`src/rtl/nibble_add_seq_pkg.sv`:
```
// Shared types and helpers for the nibble-serial adder sequencer.
// Optional subtract mode is enabled by defining NIBBLE_ADD_SEQ_SUB_EN.
package nibble_add_seq_pkg;

    localparam int SLICE_W = 4;

    typedef enum logic [1:0] {
        IDLE = 2'd0,
        RUN  = 2'd1,
        DONE = 2'd2
    } seq_state_t;

    // Slice index width; never below one bit so the counter always exists.
    function automatic int idx_width(input int nibbles);
        int w;
        w = $clog2(nibbles);
        return (w < 1) ? 1 : w;
    endfunction

endpackage

```
`src/rtl/nibble_add_sequencer.sv`:
```
// Wide adder built by sequencing an external 4-bit parallel_adder, LSB slice first.
// Define NIBBLE_ADD_SEQ_SUB_EN to add an op port selecting a - b (op=1).
module nibble_add_sequencer
    import nibble_add_seq_pkg::*;
#(
    parameter int NIBBLES = 4,
    localparam int W      = SLICE_W * NIBBLES
) (
    input  logic               clk,
    input  logic               rst_n,
    input  logic               start,
    input  logic [W-1:0]       a,
    input  logic [W-1:0]       b,
    input  logic               cin,
`ifdef NIBBLE_ADD_SEQ_SUB_EN
    input  logic               op,
`endif
    output logic               busy,
    output logic               done,
    output logic [W-1:0]       sum,
    output logic               cout,
    output logic [SLICE_W-1:0] add_a,
    output logic [SLICE_W-1:0] add_b,
    output logic               add_cin,
    input  logic [SLICE_W-1:0] add_sum,
    input  logic               add_cout
);

    localparam int IDX_W = idx_width(NIBBLES);
    localparam logic [IDX_W-1:0] LAST_IDX = IDX_W'(NIBBLES - 1);

    seq_state_t       state_q, state_d;
    logic [IDX_W-1:0] idx_q, idx_d;
    logic             carry_q, carry_d;
    logic [W-1:0]     a_q, a_d;
    logic [W-1:0]     b_q, b_d;
    logic [W-1:0]     work_q, work_d;
    logic [W-1:0]     sum_q, sum_d;
    logic             cout_q, cout_d;
    logic             busy_q, busy_d;
    logic             done_q, done_d;
    logic             first_carry_s;
`ifdef NIBBLE_ADD_SEQ_SUB_EN
    logic             op_q, op_d;
`endif

    // Carry injected into the LSB slice for a newly accepted request.
    always_comb begin
`ifdef NIBBLE_ADD_SEQ_SUB_EN
        if (op) begin
            first_carry_s = 1'b1;
        end else begin
            first_carry_s = cin;
        end
`else
        first_carry_s = cin;
`endif
    end

    // Next-state and datapath update for the sequencer.
    always_comb begin
        state_d = state_q;
        idx_d   = idx_q;
        carry_d = carry_q;
        a_d     = a_q;
        b_d     = b_q;
        work_d  = work_q;
        sum_d   = sum_q;
        cout_d  = cout_q;
`ifdef NIBBLE_ADD_SEQ_SUB_EN
        op_d    = op_q;
`endif
        case (state_q)
            IDLE, DONE: begin
                if (start) begin
                    a_d     = a;
                    b_d     = b;
                    carry_d = first_carry_s;
                    idx_d   = '0;
`ifdef NIBBLE_ADD_SEQ_SUB_EN
                    op_d    = op;
`endif
                    state_d = RUN;
                end else begin
                    state_d = IDLE;
                end
            end
            RUN: begin
                work_d[idx_q*SLICE_W +: SLICE_W] = add_sum;
                carry_d = add_cout;
                // Publish the whole result at once so sum never shows a partial mix.
                if (idx_q == LAST_IDX) begin
                    sum_d   = work_d;
                    cout_d  = add_cout;
                    idx_d   = '0;
                    state_d = DONE;
                end else begin
                    idx_d   = idx_q + {{(IDX_W-1){1'b0}}, 1'b1};
                end
            end
            default: begin
                state_d = IDLE;
            end
        endcase
        busy_d = (state_d == RUN);
        done_d = (state_d == DONE);
    end

    // Slice adder drive; idle and done phases present zeros.
    always_comb begin
        add_a   = {SLICE_W{1'b0}};
        add_b   = {SLICE_W{1'b0}};
        add_cin = 1'b0;
        if (state_q == RUN) begin
            add_a   = a_q[idx_q*SLICE_W +: SLICE_W];
            add_cin = carry_q;
`ifdef NIBBLE_ADD_SEQ_SUB_EN
            if (op_q) begin
                add_b = ~b_q[idx_q*SLICE_W +: SLICE_W];
            end else begin
                add_b = b_q[idx_q*SLICE_W +: SLICE_W];
            end
`else
            add_b = b_q[idx_q*SLICE_W +: SLICE_W];
`endif
        end else begin
            add_a   = {SLICE_W{1'b0}};
        end
    end

    // State register with synchronous active-low reset.
    always_ff @(posedge clk) begin
        if (!rst_n) begin
            state_q <= IDLE;
            idx_q   <= '0;
            carry_q <= 1'b0;
            a_q     <= '0;
            b_q     <= '0;
            work_q  <= '0;
            sum_q   <= '0;
            cout_q  <= 1'b0;
            busy_q  <= 1'b0;
            done_q  <= 1'b0;
`ifdef NIBBLE_ADD_SEQ_SUB_EN
            op_q    <= 1'b0;
`endif
        end else begin
            state_q <= state_d;
            idx_q   <= idx_d;
            carry_q <= carry_d;
            a_q     <= a_d;
            b_q     <= b_d;
            work_q  <= work_d;
            sum_q   <= sum_d;
            cout_q  <= cout_d;
            busy_q  <= busy_d;
            done_q  <= done_d;
`ifdef NIBBLE_ADD_SEQ_SUB_EN
            op_q    <= op_d;
`endif
        end
    end

    assign busy = busy_q;
    assign done = done_q;
    assign sum  = sum_q;
    assign cout = cout_q;

endmodule

```
`config.mk`:
```
export PLATFORM = sky130hd
export DESIGN_NAME = nibble_add_sequencer
export DESIGN_NICKNAME = d
export VERILOG_FILES = /design/src/rtl/nibble_add_seq_pkg.sv /design/src/rtl/nibble_add_sequencer.sv
export SDC_FILE = /design/constraint.sdc
export NUM_CORES = 1
export LEC_CHECK = 0
export CAP_MARGIN = 20
export CORE_ASPECT_RATIO = 1.4
export CORE_UTILIZATION = 35
export DETAILED_ROUTE_END_ITERATION = 12
export HOLD_SLACK_MARGIN = 0.05
export PLACE_DENSITY_LB_ADDON = 0.25
export SYNTH_ARGS = -nofsm -noshare
export SYNTH_HDL_FRONTEND = slang
export SYNTH_SLANG_ARGS = --single-unit
```
`constraint.sdc`:
```
create_clock -name clk -period 3.6 [get_ports clk]
set_input_delay 0.36 -clock clk [delete_from_list [all_inputs] [get_ports clk]]
set_output_delay 0.36 -clock clk [all_outputs]
set_load 0.03 [all_outputs]
```
==> reports/metrics.cfg <==
[setup_path]
crit_chain=mux4_1 -> and2_1 -> clkdlybuf4s50_1
cp.arrival_ps=2470
cp-start-kind=flop
crit_path_end_kind=output pin
cp_max_fo=11
rr_worst_depth=6
cpPeakStageDelay_ps=760
required_ps=3240
critPathSlowestCell=dfxtp_1
crit_type=flop to output pin

[clock_network]
cts-htree-levels=3
clk_path_buf_depth=2
root_buffer=clkbuf_16
cts_num_sinks=72
clk_pin_slew_ps=60
post-cts-setup-buffer-count=0
clock_latency_ps=330
hold_buffers=0
tritoncts=yes
cts_made_buffers=9
cts_resized=0

[yosys]
syn_area_um2=3260
yosysWarnings=0
synth_top_area_share_pct=44.2
ys_top_cells_by_area=dfxtp_1, nand2_1, a21boi_0
synth.largest_area_cell=dfxtp_1
syn_avg_cell_area_um2=9.04
ys_types=31
ys_ff_latch=72
synthCells=361
seq_area_frac_synth_pct=44.2
synth_nets=408

[die]
die_area_um2=9720
start_util_pct=36.2
die_h_um=116
placementRows=41
io_pins=69
core_area_um2=9030
die_x_um=83.6

[sta]
worst_pin_slew_ps=683
maxSlewHeadroom_pct=54.4
whs_ps=443
finalCritPeriodShare_pct=78.7
max_freq_mhz=353
hold_viol=0
final.min_clock_period_ps=2830
setup_tns_ps=0
finalClockSkew_ps=6.40
setup_viol=0
rsz0062_at_grt=no
finalMaxSlewViolations=0
setup_ws_ps=766

[pwr]
peakVddDrop_mv=0.310
finalPower_w=0.00204
pwr-share-comb_pct=10.4
switching_power_w=0.000446
p_clk_share_pct=48.1
leakage_nw=1.55
swShare_pct=21.8
p_seq_share_pct=41.5
p_int_w=0.00160
p_per_area_nw_per_um2=475

[placement]
post_dp_cell_area_um2=3950
port-buffer-count=68
place_congestion=0.759
dp_hpwl_mm=4.91
dp_slack_ps=1070

[layout]
design_area_um2=4300
multi_input_area_um2=1630
area_delta_synth_final_pct=31.7
nets=463
antenna_cells=0
drive_gt1_share_pct=7.84
regArea_um2=1440
fillers=885

[grt]
antenna_found_initial=0
grt_pass1_vias=2673
overflow=0
grt_max_degree=79
grt_pass1_wl_mm=12.4
grt_usage_pct=16.1

[detailed_routing]
first_pass_iters=4
drc=0
postRouteAntennaNets=0
vias=2690
dr.first_iter.drc_count=112
via_per_inst=5.09
wl_per_cell_um=13.8
postRouteWirelength_mm=7.31

[hold_path]
hold-path-cell-count=2
hold_class=input port to flop

[run]
drv_cap=0

[status]
outcome=completed

==> cells in the mapped netlist (all sizes together) <==
master / instances
mux2i: 1
nor3b: 2
nor3: 2
ha: 6
nand2b: 1
a22oi: 1
nand3: 4
clkbuf: 9
o21ai: 18
dfxtp: 72
buf: 22
nor2b: 16
nand2: 83
nand4: 8
a32oi: 12
a21oi: 23
nand3b: 3
o22ai: 4
and4bb: 1
or2b: 1
and3b: 4
and2: 14
o21a: 1
a21boi: 39
mux4: 8
a31oi: 1
inv: 5
==> cell type report <==
class	count	area share, %
clock buffer	14	6.37
clock inverter	2	1.40
inverter	5	0.437
multi-input combinational	253	37.9
sequential	72	33.5
tap	107	3.11
timing repair buffer	75	17.2
==> worst paths after layout <==
| check | from | slack (ps) | end |
|---|---|---|---|
| setup / recovery | idx_q[0] | 770 | add_a[3] |
| hold / removal | rst_n | 440 | b_q[1] |
| setup reg to reg | idx_q[0] | 1200 | work_q[9] |
| hold reg to reg | work_q[15] | 450 | work_q[15] |
==> cells by family after synthesis <==
logic type | count (synthesis) | synth area share (%)
fa+ha+maj | 6 | 2.30
buf+inv | 36 | 5.98
compound gates | 99 | 19.9
simple gates | 139 | 21.6
flops | 72 | 44.2
mux | 9 | 6.06
==> flip-flops by register name, indices dropped and copies added, names as in the netlist <==
register  flops
a_q          16
done          1
idx_q         2
b_q          16
cout          1
state_q       2
carry_q       1
busy          1
sum          16
work_q       16
==> power groups by stage <==
stage	Sequential [W]	Clock (W)	Combinational (W)
finish	0.000848	0.000982	0.000213
global route	0.000852	0.00104	0.000237
CTS	0.000849	0.00101	0.000214
detailed placement	0.000866	0	0.000213
global placement	0.000864	0	0.000211
floorplan	0.000858	0	0.000143
==> through the flow <==
| stage | std cells | utilization, % |
|---|---|---|
| CTS | 527 | 47.4 |
| global route | 528 | 47.6 |
| floorplan | 361 | - |
| detailed placement | 511 | 43.7 |
| finish | 528 | 47.6 |
| global placement | 511 | 43.7 |
==> placed cells by master, fill, tap and decap left out, drive strengths merged <==
cell            n
bufinv          2
nand3           4
ha              6
clkdlybuf4s50  67
and3b           4
mux4            8
and2           14
o21a            1
and4bb          1
mux2i           1
inv             5
nand2b          1
o22ai           4
a31oi           1
nor2b          16
dfxtp          72
o21ai          18
a32oi          12
buf             8
a21boi         39
or2b            1
nand4           8
nand3b          3
clkbuf         14
nor3            2
nor3b           2
nand2          83
a22oi           1
a21oi          23
==> metal layers <==
layer	GRT usage, %	wire (µm)
met2	28.5	3540
met5	0	0
met4	7.12	150
met3	4.73	400
met1	18.0	3210
==> critical path, delay by kind of cell, from the launching register on <==
family,cells,cell delay (ps)
flip-flops,1,760
multiplexers,1,620
buffers and inverters,1,590
AND/OR/NAND/NOR,1,180
Note: power is estimated with default switching activity, not from simulation.
